File: config.mk
export PLATFORM = sky130hd
export DESIGN_NAME = mem_arbiter_flat
export DESIGN_NICKNAME = d
export VERILOG_FILES = /design/src/rtl/mem_arbiter_if.sv /design/src/rtl/mem_arbiter.sv /design/src/flat_wrapper.sv
export SDC_FILE = /design/constraint.sdc
export NUM_CORES = 1
export LEC_CHECK = 0
export ABC_AREA = 1
export BUFFER_PORTS_ARGS = -buffer_cell sky130_fd_sc_hd__buf_2
export CORE_AREA = 2 2 85 87
export DETAILED_ROUTE_END_ITERATION = 10
export DIE_AREA = 0 0 87 89
export PLACE_DENSITY = 0.85
export SETUP_SLACK_MARGIN = 0.15
export SLEW_MARGIN = 20
export SYNTH_ARGS = -nofsm -noshare
export SYNTH_HDL_FRONTEND = slang
export SYNTH_SLANG_ARGS = --single-unit
File: constraint.sdc
create_clock -name clock -period 1.5 [get_ports clock]
set_input_delay 0.3 -clock clock [delete_from_list [all_inputs] [get_ports clock]]
set_output_delay 0.3 -clock clock [all_outputs]
set_load 0.01 [all_outputs]
File: src/rtl/mem_arbiter_if.sv
// mem_arbiter_if: shared bus between two masters, the arbiter and MEMORY.
// Masters drive req/we/addr/wdata and receive ack/rdata; the arbiter drives
// MAR/mem_wdata/Mem_EN/Mem_CS and receives mem_rdata from the memory.
interface mem_arbiter_if;
   logic        req0;
   logic        req1;
   logic        we0;
   logic        we1;
   logic [7:0]  addr0;
   logic [7:0]  addr1;
   logic [15:0] wdata0;
   logic [15:0] wdata1;
   logic        ack0;
   logic        ack1;
   logic [15:0] rdata0;
   logic [15:0] rdata1;
   logic [7:0]  MAR;
   logic [15:0] mem_wdata;
   logic [15:0] mem_rdata;
   logic        Mem_EN;
   logic        Mem_CS;

   modport slave (
      input  req0, req1, we0, we1,
      input  addr0, addr1, wdata0, wdata1,
      input  mem_rdata,
      output ack0, ack1, rdata0, rdata1,
      output MAR, mem_wdata, Mem_EN, Mem_CS
   );

   modport master (
      output req0, req1, we0, we1,
      output addr0, addr1, wdata0, wdata1,
      output mem_rdata,
      input  ack0, ack1, rdata0, rdata1,
      input  MAR, mem_wdata, Mem_EN, Mem_CS
   );
endinterface

File: src/rtl/mem_arbiter.sv
// mem_arbiter: two-port arbiter sharing one 256x16 MEMORY, 4-cycle access.
// Ports: clock, reset_n (sync, active-low), bus (mem_arbiter_if.slave).
// ROUND_ROBIN=1 alternates priority on a tie; 0 gives port 0 fixed priority.
module mem_arbiter #(
   parameter int ROUND_ROBIN = 1
) (
   input  logic         clock,
   input  logic         reset_n,
   mem_arbiter_if.slave bus
);
   localparam bit RR = (ROUND_ROBIN != 0);

   typedef enum logic [1:0] {
      S_IDLE,
      S_ACCESS,
      S_CAPTURE,
      S_ACK
   } state_t;

   state_t      r_state;
   logic        r_last_grant;
   logic        r_grant;
   logic        r_we;
   logic [7:0]  r_mar;
   logic [15:0] r_mem_wdata;
   logic        r_mem_en;
   logic        r_mem_cs;
   logic        r_ack0;
   logic        r_ack1;
   logic [15:0] r_rdata0;
   logic [15:0] r_rdata1;

   logic        w_any;
   logic        w_pick1;
   logic        w_we;
   logic [7:0]  w_addr;
   logic [15:0] w_wdata;

   assign w_any = bus.req0 | bus.req1;

   // Port 1 wins when alone, or on a tie when port 0 was granted last.
   assign w_pick1 = bus.req1 &
                    (~bus.req0 | (RR & ~r_last_grant));

   assign w_we    = w_pick1 ? bus.we1    : bus.we0;
   assign w_addr  = w_pick1 ? bus.addr1  : bus.addr0;
   assign w_wdata = w_pick1 ? bus.wdata1 : bus.wdata0;

   always_ff @(posedge clock) begin
      if (!reset_n) begin
         r_state      <= S_IDLE;
         r_last_grant <= 1'b1;
         r_grant      <= 1'b0;
         r_we         <= 1'b0;
         r_mar        <= '0;
         r_mem_wdata  <= '0;
         r_mem_en     <= 1'b0;
         r_mem_cs     <= 1'b0;
         r_ack0       <= 1'b0;
         r_ack1       <= 1'b0;
         r_rdata0     <= '0;
         r_rdata1     <= '0;
      end else begin
         unique case (r_state)
            S_IDLE: begin
               if (w_any) begin
                  r_grant      <= w_pick1;
                  r_last_grant <= w_pick1;
                  r_we         <= w_we;
                  // Memory strobes are registered here so
                  // they are live throughout ACCESS.
                  r_mar        <= w_addr;
                  r_mem_en     <= w_we;
                  r_mem_wdata  <= w_we ? w_wdata : '0;
                  r_mem_cs     <= 1'b1;
                  r_state      <= S_ACCESS;
               end
            end
            S_ACCESS: begin
               r_mar       <= '0;
               r_mem_wdata <= '0;
               r_mem_en    <= 1'b0;
               r_mem_cs    <= 1'b0;
               r_state     <= S_CAPTURE;
            end
            S_CAPTURE: begin
               // Memory presents its read data one edge
               // after the chip-select edge.
               if (!r_we) begin
                  if (r_grant) begin
                     r_rdata1 <= bus.mem_rdata;
                  end else begin
                     r_rdata0 <= bus.mem_rdata;
                  end
               end
               r_ack0  <= ~r_grant;
               r_ack1  <= r_grant;
               r_state <= S_ACK;
            end
            S_ACK: begin
               r_ack0  <= 1'b0;
               r_ack1  <= 1'b0;
               r_state <= S_IDLE;
            end
            default: begin
               r_state <= S_IDLE;
            end
         endcase
      end
   end

   assign bus.ack0      = r_ack0;
   assign bus.ack1      = r_ack1;
   assign bus.rdata0    = r_rdata0;
   assign bus.rdata1    = r_rdata1;
   assign bus.MAR       = r_mar;
   assign bus.mem_wdata = r_mem_wdata;
   assign bus.Mem_EN    = r_mem_en;
   assign bus.Mem_CS    = r_mem_cs;
endmodule

File: src/flat_wrapper.sv
// flat-port wrapper written by rule: the top's interface ports become plain ports
module mem_arbiter_flat 
#(
   parameter int ROUND_ROBIN = 1
)
  (clock, reset_n, bus_req0, bus_req1, bus_we0, bus_we1, bus_addr0, bus_addr1, bus_wdata0, bus_wdata1, bus_mem_rdata, bus_ack0, bus_ack1, bus_rdata0, bus_rdata1, bus_MAR, bus_mem_wdata, bus_Mem_EN, bus_Mem_CS);
  mem_arbiter_if bus_i ();
  input  logic clock;
  input  logic reset_n;
  input wire logic [$bits(bus_i.req0)-1:0] bus_req0;
  input wire logic [$bits(bus_i.req1)-1:0] bus_req1;
  input wire logic [$bits(bus_i.we0)-1:0] bus_we0;
  input wire logic [$bits(bus_i.we1)-1:0] bus_we1;
  input wire logic [$bits(bus_i.addr0)-1:0] bus_addr0;
  input wire logic [$bits(bus_i.addr1)-1:0] bus_addr1;
  input wire logic [$bits(bus_i.wdata0)-1:0] bus_wdata0;
  input wire logic [$bits(bus_i.wdata1)-1:0] bus_wdata1;
  input wire logic [$bits(bus_i.mem_rdata)-1:0] bus_mem_rdata;
  output wire logic [$bits(bus_i.ack0)-1:0] bus_ack0;
  output wire logic [$bits(bus_i.ack1)-1:0] bus_ack1;
  output wire logic [$bits(bus_i.rdata0)-1:0] bus_rdata0;
  output wire logic [$bits(bus_i.rdata1)-1:0] bus_rdata1;
  output wire logic [$bits(bus_i.MAR)-1:0] bus_MAR;
  output wire logic [$bits(bus_i.mem_wdata)-1:0] bus_mem_wdata;
  output wire logic [$bits(bus_i.Mem_EN)-1:0] bus_Mem_EN;
  output wire logic [$bits(bus_i.Mem_CS)-1:0] bus_Mem_CS;
  assign bus_i.req0 = bus_req0;
  assign bus_i.req1 = bus_req1;
  assign bus_i.we0 = bus_we0;
  assign bus_i.we1 = bus_we1;
  assign bus_i.addr0 = bus_addr0;
  assign bus_i.addr1 = bus_addr1;
  assign bus_i.wdata0 = bus_wdata0;
  assign bus_i.wdata1 = bus_wdata1;
  assign bus_i.mem_rdata = bus_mem_rdata;
  assign bus_ack0 = bus_i.ack0;
  assign bus_ack1 = bus_i.ack1;
  assign bus_rdata0 = bus_i.rdata0;
  assign bus_rdata1 = bus_i.rdata1;
  assign bus_MAR = bus_i.MAR;
  assign bus_mem_wdata = bus_i.mem_wdata;
  assign bus_Mem_EN = bus_i.Mem_EN;
  assign bus_Mem_CS = bus_i.Mem_CS;
  mem_arbiter #(.ROUND_ROBIN(ROUND_ROBIN)) u_core (.clock(clock), .reset_n(reset_n), .bus(bus_i));
endmodule
==> flow_metrics.py, run 1 <==
metrics = {
    "power": {
        "clkPwrFrac_pct": 22.9,
        "p_int_uw": 4150,
        "switching_share_pct": 37.7,
        "seq_power_share_pct": 34.0,
        "leakagePower_uw": 0.00197,
        "pwr-share-comb_pct": 43.1,
        "p_sw_uw": 2510,
        "p_per_area_nw_per_um2": 1640,
        "ir_drop_uv": 885,
    },
    "worst_hold_path": {
        "min_path_cells": 3,
        "hold_path.class": "in2reg",
    },
    "worst_setup_path": {
        "cp.depth": 7,
        "timing.rr.start": "u_core.r_state[1]",
        "path_delay_family": "flip-flops",
        "slowest_delay_ns": 0.36,
        "critPathMaxFanout": 7,
        "critPathLaunchType": "register",
        "slowest_stage": "dfxtp_4",
        "worstPathRequired_ns": 1.76,
        "worst_setup_path_end_kind": "register",
        "cp-startpoint": "u_core.r_state[1]",
        "critPathArrivalTime_ns": 1.76,
        "critPathKind": "reg2reg",
        "rr_endpoint": "u_core.bus.mem_wdata[9]",
        "reg2reg_slack_ns": 0.002,
        "crit_chain": "inv_4 > ha_4 > o21ai_4 > nor2_4 > clkbuf_16 > nand3_1 > a21oi_1",
        "endpoint": "u_core.bus.mem_wdata[9]",
        "critPathBufInv": 2,
        "worstRegToRegCells": 7,
    },
    "timing": {
        "relSlewSlack_pct": 80.6,
        "hold_violations": 0,
        "clock.fmax_mhz": 667,
        "fin_crit_ns": 1.50,
        "fin_setup_tns_ns": 0,
        "drv_slew": 0,
        "worst_slack_ns": 0.00183,
        "fin_worst_skew_ns": 0.0139,
        "finalSetupViolCount": 0,
        "rsz0062_at_grt": "true",
        "worstMarginPinSlew_ns": 0.289,
        "whs_ns": 0.192,
        "post-route-period-util_pct": 99.9,
    },
    "placed_design": {
        "dp_hpwl_um": 5580,
        "gp_congestion": 0.825,
        "numPortBuffers": 129,
        "dp_cells": 579,
        "dp_worst_setup_slack_ns": 0.0488,
    },
    "yosys": {
        "ys_ff_latch": 65,
        "syn_nets": 453,
        "synth.distinct_cells": 22,
        "synth-seq-area-share_pct": 46.8,
        "syn-cell-area_um2": 2780,
        "yosys_warnings": 0,
        "synth_cells": 378,
        "syn_avg_cell_area_um2": 7.35,
    },
    "routing": {
        "drtIter0Drc": 266,
        "firstDrtPassIters": 5,
        "drt.antenna.violating_nets": 0,
        "drt-total-wl_um": 8690,
        "drc": 0,
        "vias_per_cell": 5.21,
        "vias": 3161,
        "wl_per_cell_um": 14.3,
    },
    "layout": {
        "areaGrowthSynthToFinish_pct": 46.0,
        "fillers": 543,
        "antenna-diode-count": 0,
        "finalNonFillerCells": 607,
        "drive_gt1_share_pct": 40.8,
        "fin_nets": 597,
    },
    "clocking": {
        "clk_latency_ns": 0.35,
        "clock-root-buffer": "clkbuf_8",
        "cts_made_buffers": 9,
        "cts_tree": "yes",
        "clockBufferDepth": 2,
        "clock-sinks": 65,
        "path_clk_slew_ns": 0.08,
        "h-tree-depth": 3,
    },
    "global_route": {
        "track_usage_pct": 19.8,
        "grt_pass1_wl_um": 12300,
        "antenna_found_initial": 0,
        "grt_pass1_vias": 2858,
        "grt_max_degree": 47,
        "grt_overflow": 0,
    },
    "floorplanning": {
        "core-area_um2": 6720,
        "io_pins": 130,
        "die_area_um2": 7740,
        "die_w_um": 87,
        "rows": 30,
        "start_util_pct": 41.4,
        "die_h_um": 89,
    },
    "status": {
        "run_status": "finished clean",
    },
    "run": {
        "drv_cap": 0,
    },
}
==> final cells by class <==
| class | count | area [um^2] | area share (%) |
|---|---|---|---|
| multi-input cells | 272 | 1400 | 34.6 |
| clock inverters | 7 | 77.6 | 1.91 |
| repair buffers | 156 | 970 | 23.9 |
| inverters | 18 | 76.3 | 1.88 |
| flip-flops and latches | 65 | 1310 | 32.2 |
| clock buffers | 9 | 124 | 3.05 |
| well taps | 80 | 100 | 2.47 |
==> tightest hold or removal path: stages <==
cell and delay, ns:
buf_2 0.09, nor2_1 0.04, nor2_1 0.08
==> cells by family (layout without fill, tap and decap cells) <==
family / count (synthesis) / count (layout) / synth area share [%]
DFF: 65 / 65 / 46.8
and+or+nand+nor: 199 / 199 / 31.2
adders and majority gates: 5 / 5 / 2.25
buffers and inverters: 41 / 190 / 7.07
AOI/OAI and AO/OA: 68 / 68 / 12.6
==> per-layer routing <==
metal  global-route usage (%)  up-vias  part of all wire [%]
li1                         -     1530                     -
met4                     11.6        0                   2.6
met3                     4.43       24                   7.1
met2                     33.9      172                    51
met1                     22.8     1435                    39
met5                        0        -                     0
==> worst min-delay path by stage <==
| stage | from | end | slack (ns) |
|---|---|---|---|
| 6_report | bus_mem_rdata[5] | u_core.bus.rdata0[5] | 0.19 |
| 5_1_grt | bus_mem_rdata[14] | u_core.bus.rdata0[14] | 0.18 |
| 4_1_cts | bus_mem_rdata[6] | u_core.bus.rdata0[6] | 0.19 |
| 3_5_place_dp | u_core.bus.rdata1[12] | u_core.bus.rdata1[12] | 0.45 |
| 3_3_place_gp | u_core.bus.rdata1[15] | u_core.bus.rdata1[15] | 0.45 |
| 2_1_floorplan | bus_mem_rdata[0] | u_core.bus.rdata0[0] | 0.43 |
==> synthesized netlist by cell type <==
cell       n  area, um^2
a211oi_1   1        7.51
a21oi_1   45         225
buf_1      1        3.75
buf_2     10        50.1
buf_4      2        15.0
buf_6      3        33.8
clkbuf_1   7        26.3
dfxtp_1   65        1300
ha_1       5        62.6
inv_1     16        60.1
inv_2      2        7.51
nand2_1   89         334
nand2_2    3        18.8
nand3_1   59         295
nand3_2    1        10.0
nor2_1    35         131
nor2_2     2        12.5
nor2_4     1        11.3
nor3_1     1        5.00
o21ai_0   20         100
o21ai_2    2        17.5
or2_2      8        50.1
==> metrics by stage <==
stage	total power, uW	utilization [%]	instance area, um^2
finish	6660	60.4	4060
global route	7020	60.4	4060
CTS	5950	56.6	3800
detailed placement	4350	52.9	3550
global placement	4270	52.9	3550
floorplan	3560	-	2790
==> flip-flops by register name, indices dropped and copies added, names as in the netlist <==
register	cells
u_core.bus.MAR	8
u_core.bus.Mem_CS	1
u_core.bus.Mem_EN	1
u_core.bus.ack0	1
u_core.bus.ack1	1
u_core.bus.mem_wdata	16
u_core.bus.rdata0	16
u_core.bus.rdata1	16
u_core.r_grant	1
u_core.r_last_grant	1
u_core.r_state	2
u_core.r_we	1
==> power by group through the flow <==
| stage | Sequential [uW] | Combinational, uW | Clock [uW] |
|---|---|---|---|
| 2_1_floorplan | 2390 | 1170 | 0 |
| 3_3_place_gp | 2270 | 2000 | 0 |
| 3_5_place_dp | 2270 | 2070 | 0 |
| 4_1_cts | 2240 | 2170 | 1540 |
| 5_1_grt | 2300 | 3100 | 1630 |
| 6_report | 2270 | 2870 | 1520 |
==> timing repair <==
action	4_1_cts	5_1_grt
hold buffers	0	0
setup buffers	1	5
resized for setup	8	35
endpoints found under the setup margin	46	58
pin swaps	0	8
gates cloned	0	6
==> layout by cell type (no fill, tap or decap), types with 4 or more instances in the layout <==
| master | Yosys | final |
|---|---|---|
| buf_2 | 10 | 129 |
| nand2_1 | 89 | 87 |
| dfxtp_1 | 65 | 63 |
| nand3_1 | 59 | 57 |
| a21oi_1 | 45 | 40 |
| nor2_1 | 35 | 28 |
| o21ai_0 | 20 | 16 |
| buf_4 | 2 | 15 |
| inv_1 | 16 | 13 |
| clkbuf_8 | 0 | 9 |
| or2_2 | 8 | 8 |
| nor2_2 | 2 | 7 |
| a21oi_2 | 0 | 5 |
| buf_6 | 3 | 5 |
| o21ai_1 | 0 | 4 |
| buf_12 | 0 | 4 |
Power figures use the tool's default switching activity.
==> inputs of run 2 (changes only) <==
CORE_AREA = 2 2 82 84   (was 2 2 85 87)
CTS_CLUSTER_SIZE = 16   (was unset)
DIE_AREA = 0 0 84 86   (was 0 0 87 89)
PLACE_DENSITY = 0.87   (was 0.85)
clock period = 1.9 ns   (was 1.5 ns; I/O delays follow)
==> run 2 against run 1 <==
Against the previous run:
- sequential share of layout area is 2.3 points higher
- combinational power is 44% lower
- routed wire length is 11% lower
- first-iteration DRC count is 28% lower
- clock skew is 0.00089 ns lower
- hold slack better by 0.092 ns
- final cell count is 2.3% lower
- sequential power is 21% lower
- flip-flop and latch count stayed put
- non-clock buffer count is 11 lower
- clock power is 11% lower
- critical endpoint is now u_core.bus.mem_wdata[4]
==> flow_metrics.py, run 2 (synthesized netlist as in run 1, its figures left out) <==
metrics = {
    "timing": {
        "post-route-period-util_pct": 83.0,
        "finalSetupViolCount": 0,
        "fin_crit_ns": 1.58,
        "hold_violations": 0,
        "drv_slew": 0,
        "rsz0062_at_grt": "false",
        "fin_setup_tns_ns": 0,
        "clock.fmax_mhz": 634,
        "worst_slack_ns": 0.323,
        "relSlewSlack_pct": 67.7,
        "worstMarginPinSlew_ns": 0.485,
        "whs_ns": 0.284,
        "fin_worst_skew_ns": 0.0130,
    },
    "global_route": {
        "grt_max_degree": 47,
        "grt_pass1_wl_um": 12500,
        "antenna_found_initial": 0,
        "grt_overflow": 0,
        "track_usage_pct": 21.0,
        "grt_pass1_vias": 2870,
    },
    "layout": {
        "drive_gt1_share_pct": 35.3,
        "fin_area_um2": 3770,
        "mostFrequentLayoutCells": "buf_2, nand2_1, dfxtp_1, nand3_1, a21oi_1",
        "fillers": 554,
        "fin_nets": 586,
        "multiInputGateArea_um2": 1300,
        "final_common_cell": "buf_2",
        "antenna-diode-count": 0,
        "finalNonFillerCells": 593,
        "areaGrowthSynthToFinish_pct": 35.6,
        "seqCellArea_um2": 1300,
    },
    "routing": {
        "drt-total-wl_um": 7770,
        "vias_per_cell": 5.20,
        "drtIter0Drc": 192,
        "drt.antenna.violating_nets": 0,
        "firstDrtPassIters": 4,
        "drc": 0,
        "vias": 3083,
        "wl_per_cell_um": 13.1,
    },
    "worst_setup_path": {
        "timing.rr.start": "u_core.r_state[0]",
        "worstPathRequired_ns": 2.16,
        "reg2reg_slack_ns": 0.32,
        "worst_setup_path_end_kind": "register",
        "critPathKind": "reg2reg",
        "critPathArrivalTime_ns": 1.83,
        "critPathLaunchType": "register",
        "rr_endpoint": "u_core.bus.mem_wdata[4]",
        "critPathMaxFanout": 26,
        "worstRegToRegCells": 7,
    },
    "placed_design": {
        "dp_cells": 572,
        "dpl_cell_area_um2": 3470,
        "numPortBuffers": 129,
        "gp_congestion": 0.849,
        "dp_worst_setup_slack_ns": 0.0100,
        "dp_hpwl_um": 5420,
    },
    "power": {
        "seq_power_share_pct": 37.5,
        "p_int_uw": 3060,
        "leakagePower_uw": 0.00188,
        "p_per_area_nw_per_um2": 1260,
        "ir_drop_uv": 565,
        "pwr-share-comb_pct": 33.9,
        "p_sw_uw": 1700,
        "switching_share_pct": 35.7,
        "clkPwrFrac_pct": 28.6,
    },
    "clocking": {
        "clk_latency_ns": 0.33,
        "clock-sinks": 65,
        "clockBufferDepth": 2,
        "clock-root-buffer": "clkbuf_8",
        "h-tree-depth": 3,
        "hold_buffers": 0,
        "cts_made_buffers": 9,
        "cts_tree": "yes",
        "path_clk_slew_ns": 0.08,
    },
    "status": {
        "run_status": "finished clean",
    },
    "worst_hold_path": {
        "hold_path.class": "in2reg",
        "min_from": "bus_mem_rdata[5]",
        "hold_end": "u_core.bus.rdata0[5]",
        "min_path_cells": 3,
    },
    "floorplanning": {
        "start_util_pct": 44.3,
        "die_w_um": 84,
        "io_pins": 130,
        "core-area_um2": 6280,
        "die_h_um": 86,
        "die_area_um2": 7220,
        "rows": 29,
    },
    "run": {
        "drv_cap": 0,
    },
}
==> run 2: what timing repair did <==
action	4_1_cts	5_1_grt
buffers inserted	0	5
endpoints found under the hold margin	0	0
gates resized for setup	2	2
pin swaps	0	1
setup endpoints to repair	17	41
==> run 2: through the flow <==
| step | power, uW | util (%) |
|---|---|---|
| 2_1_floorplan | 2800 | - |
| 3_3_place_gp | 3270 | 55.4 |
| 3_5_place_dp | 3330 | 55.4 |
| 4_1_cts | 4720 | 59.3 |
| 5_1_grt | 5060 | 60.0 |
| 6_report | 4760 | 60.0 |
==> run 2: cell type report <==
class	instances	area share (%)
tap	77	2.56
inverter	18	1.89
clock inverter	5	2.26
sequential	65	34.5
multi-input combinational	272	34.4
clock buffer	11	4.02
timing repair buffer	145	20.3
==> run 2: how the worst max path moves through the flow <==
stage	to	cells after the start	startpoint
after floorplan	u_core.bus.mem_wdata[5]	7	u_core.r_state[0]
after global routing	u_core.bus.MAR[7]	6	u_core.r_state[0]
after CTS	u_core.bus.rdata0[0]	7	u_core.r_state[0]
after global placement	u_core.bus.rdata0[1]	7	u_core.r_state[0]
after detailed placement	u_core.bus.rdata0[7]	7	u_core.r_state[0]
final	u_core.bus.mem_wdata[4]	7	u_core.r_state[0]
==> run 2: power groups by stage <==
stage                     combinational [uW]  sequential, uW  clock [uW]
final                                   1620            1790        1360
after global routing                    1810            1810        1450
after CTS                               1560            1780        1380
after detailed placement                1530            1800           0
after global placement                  1470            1800           0
after floorplan                          915            1890           0
==> run 2: critical path, cell delays in order, from the launching register on <==
cell,delay [ns]
dfxtp_1,0.34
inv_1,0.13
ha_2,0.26
o21ai_2,0.13
nor2_4,0.10
buf_4,0.28
nand3_1,0.11
a21oi_1,0.15
==> run 2: per-layer routing <==
metal	part of all wire (%)	vias to the layer above	wire [um]	GRT usage, %
li1	-	1503	-	-
met3	6.3	29	490	5.10
met1	41	1431	3210	24.9
met2	49	120	3840	36.8
met4	3.0	0	230	8.36
met5	0	-	0	0
==> inputs of run 3 (changes only) <==
clock period = 1.6 ns   (was 1.9 ns; I/O delays follow)
==> run 3 against run 2 <==
Against the previous run:
- final cell count shrank 0.17%
- global-route usage rose by 0.93 points
- non-clock buffer count down 1
- fmax grew 14%
- critical path type unchanged
- largest power group is now combinational logic
==> flow_metrics.py, run 3 (synthesized netlist as in run 1, its figures left out) <==
metrics = {
    "worst_setup_path": {
        "worstRegToRegCells": 6,
        "crit_chain": "inv_2 > ha_1 > o21ai_4 > clkbuf_16 > nand2_1 > a21oi_1",
        "critPathArrivalTime_ns": 1.65,
        "reg2reg_slack_ns": 0.22,
        "rr_endpoint": "u_core.bus.mem_wdata[4]",
        "worstPathRequired_ns": 1.87,
        "critPathMaxFanout": 13,
        "slowest_stage": "dfxtp_1",
        "slowest_delay_ns": 0.38,
        "critPathKind": "reg2reg",
        "worst_setup_path_end_kind": "register",
        "critPathLaunchType": "register",
        "timing.rr.start": "u_core.r_state[1]",
    },
    "clocking": {
        "path_clk_slew_ns": 0.08,
        "clock-sinks": 65,
        "hold_buffers": 0,
        "h-tree-depth": 3,
        "clk_latency_ns": 0.34,
        "clockBufferDepth": 2,
        "clock-root-buffer": "clkbuf_8",
        "cts_made_buffers": 9,
        "cts_tree": "yes",
    },
    "routing": {
        "drt-total-wl_um": 7950,
        "drtIter0Drc": 137,
        "drt.antenna.violating_nets": 0,
        "vias_per_cell": 5.13,
        "wl_per_cell_um": 13.4,
        "drc": 0,
        "firstDrtPassIters": 4,
        "vias": 3038,
    },
    "power": {
        "p_per_area_nw_per_um2": 1480,
        "leakagePower_uw": 0.00188,
        "ir_drop_uv": 745,
        "power.total_uw": 5670,
    },
    "timing": {
        "fin_setup_tns_ns": 0,
        "fin_worst_skew_ns": 0.00901,
        "drv_slew": 0,
        "rsz0062_at_grt": "true",
        "worstMarginPinSlew_ns": 0.358,
        "fin_crit_ns": 1.38,
        "worst_slack_ns": 0.221,
        "clock.fmax_mhz": 725,
        "whs_ns": 0.222,
        "relSlewSlack_pct": 76.1,
        "post-route-period-util_pct": 86.2,
        "finalSetupViolCount": 0,
        "hold_violations": 0,
    },
    "placed_design": {
        "dp_worst_setup_slack_ns": 0.0891,
        "gp_congestion": 0.844,
        "numPortBuffers": 129,
        "dp_hpwl_um": 5660,
    },
    "layout": {
        "fin_nets": 585,
        "areaGrowthSynthToFinish_pct": 38.1,
        "mostFrequentLayoutCells": "buf_2, nand2_1, dfxtp_1, nand3_1, a21oi_1",
        "final_common_cell": "buf_2",
        "final_util_pct": 61.1,
        "drive_gt1_share_pct": 36.1,
        "antenna-diode-count": 0,
    },
    "floorplanning": {
        "die_area_um2": 7220,
        "rows": 29,
        "core-area_um2": 6280,
        "io_pins": 130,
        "start_util_pct": 44.3,
        "die_h_um": 86,
        "die_w_um": 84,
    },
    "global_route": {
        "grt_pass1_vias": 2931,
        "grt_pass1_wl_um": 12800,
        "grt_max_degree": 31,
        "grt_overflow": 0,
        "antenna_found_initial": 0,
        "track_usage_pct": 21.9,
    },
    "worst_hold_path": {
        "min_path_cells": 3,
        "min_from": "bus_mem_rdata[8]",
        "hold_end": "u_core.bus.rdata0[8]",
        "hold_path.class": "in2reg",
    },
    "run": {
        "drv_cap": 0,
    },
    "status": {
        "run_status": "finished clean",
    },
}
-- run 3: changes by cell type in the layout (fill, tap and decap cells not counted), moves of 2 or more --
cell	previous run	this run
inv_2	2	4
inv_6	2	0
clkinvlp_4	2	6
buf_6	0	2
inv_1	15	13
buf_4	16	7
o21ai_0	20	18
o21ai_1	0	2
buf_12	0	5
-- run 3: worst max path at each step --
stage | startpoint | endpoint | slack (ns) | depth (start not counted)
5_1_grt | u_core.r_state[0] | u_core.bus.rdata0[4] | 0.11 | 8
4_1_cts | u_core.r_state[1] | u_core.bus.mem_wdata[15] | 0.15 | 7
2_1_floorplan | u_core.r_state[0] | u_core.bus.mem_wdata[5] | 0.22 | 7
6_report | u_core.r_state[1] | u_core.bus.mem_wdata[4] | 0.22 | 6
3_5_place_dp | u_core.r_state[0] | u_core.bus.rdata0[0] | 0.09 | 7
3_3_place_gp | bus_req1 | u_core.bus.MAR[3] | 0.14 | 6
-- run 3: stage by stage --
stage | area [um^2] | cells
after global routing | 3840 | 592
after CTS | 3780 | 591
final | 3840 | 592
after global placement | 3540 | 574
after floorplan | 2780 | 378
after detailed placement | 3540 | 574
-- run 3: repair_timing --
| item | 4_1_cts | 5_1_grt |
|---|---|---|
| cloned | 0 | 1 |
| endpoints found under the setup margin | 39 | 58 |
| resized for setup | 4 | 11 |
| pin swaps | 0 | 0 |
| setup buffers | 1 | 0 |
-- run 3: cell type report --
cell class              instances  area [um^2]
multi-input cells             272         1320
clock inverters                 6         67.6
clock buffers                  10          138
well taps                      77         96.3
inverters                      18         71.3
fillers                       559         2440
repair buffers                144          846
flip-flops and latches         65         1300
-- run 3: metal layers --
layer / track usage (%) / part of all wire (%) / up-vias
met1: 24.6 / 40 / 1396
met3: 4.14 / 6.2 / 21
met4: 12.3 / 2.9 / 0
met2: 39.3 / 51 / 118
li1: - / - / 1503
met5: 0 / 0 / -
-- run 3: power by group --
| group | switching, uW | internal, uW |
|---|---|---|
| Sequential | 175 | 1930 |
| Combinational | 1260 | 909 |
| Clock | 633 | 760 |
-- run 3: critical path, delay by kind of cell (launching register included) --
| family | cells | cell delay, ns |
|---|---|---|
| simple gates | 1 | 0.06 |
| compound gates | 2 | 0.34 |
| buf+inv | 2 | 0.28 |
| flops | 1 | 0.38 |
| fa+ha+maj | 1 | 0.25 |
